### src/rtl/bus_arbiter.sv
// bus_arbiter: two-master round-robin arbiter running one registered external bus transaction per grant
module bus_arbiter #(
    parameter int ADDR_W  = 32,
    parameter int DATA_W  = 32,
    parameter int TIMEOUT = 255
) (
    input  logic              i_cpu_clk,
    input  logic              i_rst,
    input  logic              i_m0_req,
    input  logic              i_m0_we,
    input  logic [ADDR_W-1:0] i_m0_addr,
    input  logic [DATA_W-1:0] i_m0_wdata,
    output logic              o_m0_ack,
    output logic              o_m0_err,
    output logic [DATA_W-1:0] o_m0_rdata,
    input  logic              i_m1_req,
    input  logic              i_m1_we,
    input  logic [ADDR_W-1:0] i_m1_addr,
    input  logic [DATA_W-1:0] i_m1_wdata,
    output logic              o_m1_ack,
    output logic              o_m1_err,
    output logic [DATA_W-1:0] o_m1_rdata,
    output logic              o_bus_clk,
    output logic              o_bus_we,
    output logic [ADDR_W-1:0] o_bus_addr,
    output logic [DATA_W-1:0] o_bus_data,
    input  logic [DATA_W-1:0] i_bus_data,
    input  logic              i_bus_data_ready,
    output logic              o_owner,
    output logic              o_busy
);
    typedef enum logic [1:0] {IDLE, ISSUE, WAIT, DONE} state_t;
    localparam int CNT_W = $clog2(TIMEOUT + 2);
    state_t            state_q, state_d;
    logic [CNT_W-1:0]  cnt_q, cnt_d;
    logic              last_q, last_d;
    logic              owner_q, owner_d;
    logic              sel;
    logic              bus_clk_q, bus_clk_d;
    logic              bus_we_q, bus_we_d;
    logic              busy_q, busy_d;
    logic [ADDR_W-1:0] addr_q, addr_d;
    logic [DATA_W-1:0] data_q, data_d;
    logic [1:0]        ack_q, ack_d;
    logic [1:0]        err_q, err_d;
    logic [DATA_W-1:0] rdata_q [2];
    logic [DATA_W-1:0] rdata_d [2];
    always_comb begin
        state_d = state_q;
        cnt_d   = cnt_q;
        last_d  = last_q;
        owner_d = owner_q;
        addr_d  = addr_q;
        data_d  = data_q;
        bus_we_d = bus_we_q;
        ack_d   = '0;
        err_d   = '0;
        rdata_d = rdata_q;
        sel     = (i_m0_req && i_m1_req) ? !last_q : i_m1_req;
        case (state_q)
            IDLE: if (i_m0_req || i_m1_req) begin
                state_d  = ISSUE;
                last_d   = sel;
                owner_d  = sel;
                bus_we_d = sel ? i_m1_we : i_m0_we;
                addr_d   = sel ? i_m1_addr : i_m0_addr;
                data_d   = sel ? i_m1_wdata : i_m0_wdata;
            end
            ISSUE: begin
                cnt_d   = '0;
                state_d = WAIT;
            end
            WAIT: if (i_bus_data_ready) begin
                state_d        = DONE;
                ack_d[owner_q] = 1'b1;
                if (!bus_we_q) rdata_d[owner_q] = i_bus_data;
            end else begin
                cnt_d = cnt_q + 1'b1;
                if (TIMEOUT != 0 && cnt_d == CNT_W'(TIMEOUT)) begin
                    state_d          = DONE;
                    err_d[owner_q]   = 1'b1;
                    rdata_d[owner_q] = '0;
                end
            end
            default: state_d = IDLE;
        endcase
        bus_we_d  = (state_d == ISSUE || state_d == WAIT) && bus_we_d;
        bus_clk_d = state_d == ISSUE;
        busy_d    = state_d != IDLE;
    end
    always_ff @(posedge i_cpu_clk) begin
        if (i_rst) begin
            state_q   <= IDLE;
            cnt_q     <= '0;
            last_q    <= 1'b1;
            owner_q   <= 1'b0;
            bus_clk_q <= 1'b0;
            bus_we_q  <= 1'b0;
            busy_q    <= 1'b0;
            addr_q    <= '0;
            data_q    <= '0;
            ack_q     <= '0;
            err_q     <= '0;
            rdata_q   <= '{default: '0};
        end else begin
            state_q   <= state_d;
            cnt_q     <= cnt_d;
            last_q    <= last_d;
            owner_q   <= owner_d;
            bus_clk_q <= bus_clk_d;
            bus_we_q  <= bus_we_d;
            busy_q    <= busy_d;
            addr_q    <= addr_d;
            data_q    <= data_d;
            ack_q     <= ack_d;
            err_q     <= err_d;
            rdata_q   <= rdata_d;
        end
    end
    assign o_m0_ack   = ack_q[0];
    assign o_m1_ack   = ack_q[1];
    assign o_m0_err   = err_q[0];
    assign o_m1_err   = err_q[1];
    assign o_m0_rdata = rdata_q[0];
    assign o_m1_rdata = rdata_q[1];
    assign o_bus_clk  = bus_clk_q;
    assign o_bus_we   = bus_we_q;
    assign o_bus_addr = addr_q;
    assign o_bus_data = data_q;
    assign o_owner    = owner_q;
    assign o_busy     = busy_q;
endmodule

### config.mk
export PLATFORM = sky130hd
export DESIGN_NAME = bus_arbiter
export DESIGN_NICKNAME = d
export VERILOG_FILES = /design/src/rtl/bus_arbiter.sv
export SDC_FILE = /design/constraint.sdc
export NUM_CORES = 1
export LEC_CHECK = 0
export BUFFER_PORTS_ARGS = -buffer_cell sky130_fd_sc_hd__buf_2
export CELL_PAD_IN_SITES_DETAIL_PLACEMENT = 1
export CELL_PAD_IN_SITES_GLOBAL_PLACEMENT = 1
export CORE_MARGIN = 4
export CORE_UTILIZATION = 35
export DETAILED_ROUTE_END_ITERATION = 16
export HOLD_SLACK_MARGIN = 0.05
export PLACE_DENSITY_LB_ADDON = 0.25
export RECOVER_POWER = 25
export SLEW_MARGIN = 5
export SYNTH_ARGS = -nofsm -noshare
export SYNTH_HDL_FRONTEND = slang
export SYNTH_SLANG_ARGS = --single-unit
### constraint.sdc
create_clock -name i_cpu_clk -period 2.17 [get_ports i_cpu_clk]
set_input_delay 0.217 -clock i_cpu_clk [delete_from_list [all_inputs] [get_ports i_cpu_clk]]
set_output_delay 0.217 -clock i_cpu_clk [all_outputs]
set_load 0.1 [all_outputs]
==> run metrics <==
Post-Layout Cell Count 1255; Yosys warning total 0; largest net degree at the start of global routing 131; M1 GR Usage 0.2611; fillers 2319; final setup vio count 0; die width 148.8 um; LEAKAGE 3.776 nW; Max clock buf depth 2; Synth Cell Area 6939 um^2; Root Buffer clkbuf_16; count of buffers from port buffering 302; vias in the first global route 6720; Critical Path RT 2.48 ns; H-tree depth 4; Tcrit/Tclk final 0.9189; syn nets 884; layout cells sized above 1 0.3488; max-slew violations 0; Initial Util 0.3565; Max transition margin 0.1618; first-pass GRT wire length 36310 um; 1st-iter DRT viols 218; Main synth FF type dfxtp_1; FF-to-FF Start cnt_q[0]; Worst-path clk slew 0.07 ns; WL final 23350 um; synth top area cells dfxtp_1 43%, mux2i_1 9.4%, o22ai_2 7.2%; Post-synth EDFFs 0; Total GRT Usage 0.2058; placed insts 1222; WS Path Type flop to flop; # DRC 0; met2 usage 0.3433; antenna violations before repair 3; GR peak layer met2; status completed; worst-margin pin slew 1.263 ns; top cell type's share of synthesized area 0.4270; setup repair after global routing missed its margin false; Synth async-reset ratio 0; Clock Latency Late Sink 0.42 ns; CP max stage cell dfxtp_1; Worst Setup End Kind flop; skew final 0.01133 ns; grt met3 use 0.05257; setup TNS 0 ns; Hold Startpoint i_bus_data[18]; Post-DRT Antenna Nets 0; Critical Path Max Stage Delay 0.37 ns; Synth Instances 709; sequential share of the synthesized area 0.4270; power per cell area 1617 nW/um^2; Fmax 0.5015 GHz; I/O Pins 303; peak supply drop 1087 uV; Worst Path Max Fanout 4; Multi-input gate area 3626 um^2; fin util 0.4786; DR vias/cell 5.269; TritonCTS buffer count 17; TritonCTS clock tree built; routed wire length per instance 18.60 um; Tmin final 1.994 ns; TritonCTS Sinks 148; area leader, netlist dfxtp_1; Rows 51; Syn Area/Cell 9.787 um^2; Area growth syn-to-layout 34.22%; min-delay worst type input pin to flop; post-synthesis register bit count 148; crit-path cells ha_2, nand4_2, o21ai_1, nand4_1, a21o_1, ha_1, inv_1, a2111oi_1; worst setup path start cnt_q[0]; Worst EP arrival 2.30 ns; die area 22140 um^2; final count of hold timing violations 0; gr ovfl total 0; crit start category flop; first drt pass iteration count 4; core box area 19460 um^2; Placer Congestion 0.7876; MaxCap Viol Count 0; Distinct cells, synth 44; Final Net Count 1151; Register Area 2964 um^2; vias 6612; Chip Height 148.8 um; HPWL after DPL 16930 um
## cells by family after synthesis
group / after synthesis / share of synthesized area
XOR/XNOR: 2 / 0.002525
AND/OR/NAND/NOR: 180 / 0.1452
flip-flops: 148 / 0.4270
buffers and inverters: 84 / 0.05572
AO/OA/AOI/OAI: 222 / 0.2615
adder cells (fa/ha/maj): 8 / 0.01443
multiplexers: 65 / 0.09376
## state kept, by name, summed over array words and instances, names as in the netlist
register,cells
state_q,2
o_bus_clk,1
cnt_q,9
o_bus_we,1
o_bus_data,32
o_bus_addr,32
o_busy,1
o_m0_rdata,32
ack_q,2
last_q,1
o_m1_rdata,32
o_owner,1
err_q,2
## cells in the final DEF, fill, tap and decap left out, types with 4 or more instances in the layout
master     Yosys  layout
buf_12         0      13
a211oi_1      66      66
o21ai_0        6       5
nor3_1         6       5
clkbuf_1      54      63
a311oi_1       5       5
a21oi_1        5       5
o22ai_2       40      40
inv_6          0       6
nand2b_1       5       4
ha_1           8       7
o22ai_1       24      24
nand2_1        9       9
mux2i_1       65      65
dfxtp_1      148     147
nand3b_1      64      64
inv_1          7       7
buf_2          6     234
nor2_1        77      77
a22oi_1       65      65
buf_4          7      10
clkbuf_16      0      17
## synth_stat cells, types with 2 or more instances
cell and n:
inv_1 7, mux2i_1 65, nor3_1 6, or2_2 2, a21o_1 2, clkbuf_1 54, buf_2 6, a21oi_1 5
xnor2_1 2, o22ai_2 40, buf_6 5, nand2_1 9, buf_4 7, nand3_1 2, ha_1 8, a311oi_1 5
or3_1 3, nand3b_1 64, and3_1 2, nor2_1 77, buf_1 5, a31oi_1 3, o21ai_0 6, a22oi_1 65
a211oi_1 66, dfxtp_1 148, nand2b_1 5, o22ai_1 24
## where the power goes
part           switching (mW)  internal (mW)  leakage, nW
Combinational            6.82           1.43         2.28
Clock                    1.31           1.64        0.284
Sequential              0.439           3.42         1.21
## layout make-up
| class | count | share of cell area |
|---|---|---|
| Tap cell | 265 | 0.03560 |
| Clock buffer | 17 | 0.04567 |
| Inverter | 7 | 0.002821 |
| Antenna cell | 1 | 0.0002687 |
| Multi-Input combinational cell | 477 | 0.3893 |
| Sequential cell | 148 | 0.3182 |
| Clock inverter | 15 | 0.01773 |
| Timing Repair Buffer | 325 | 0.1904 |
## stage by stage
stage	setup slack, ns	instance area [um^2]	hold slack (ns)	total power [mW]
2_1_floorplan	0.02151	6939	0.4310	10.68
3_3_place_gp	0.1402	8796	0.4710	12.21
3_5_place_dp	0.04419	8796	0.4842	12.33
4_1_cts	0.03387	9387	0.1017	15.32
5_1_grt	0.004167	9314	0.1150	15.76
6_report	0.1761	9314	0.1209	15.06
## worst max-delay path: cells and delay by family (launching register included)
| kind | cells | cell delay [ns] |
|---|---|---|
| flip-flops | 1 | 0.37 |
| AND/OR/NAND/NOR | 2 | 0.32 |
| buffers and inverters | 1 | 0.04 |
| adder cells (fa/ha/maj) | 2 | 0.51 |
| AO/OA/AOI/OAI | 3 | 0.64 |
## per-layer routing
| metal | up-vias | wire length, um |
|---|---|---|
| li1 | 3219 | - |
| met3 | 30 | 1591 |
| met1 | 3119 | 10100 |
| met5 | - | 34 |
| met4 | 4 | 488 |
| met2 | 240 | 11130 |
## timing repair
item,in CTS,in global routing
endpoints found under the setup margin,0,1
hold buffers,0,0
buffers inserted,0,0
gates resized for setup,0,4
## path summary, 6_finish.rpt
path	endpoint	slack [ns]	cells after the start
hold reg to reg	cnt_q[7]	0.49	2
hold / removal	o_m1_rdata[18]	0.12	3
setup / recovery	o_bus_we	0.18	8
setup reg to reg	o_bus_we	0.18	8
No activity file was read; power rests on OpenSTA's default activity.
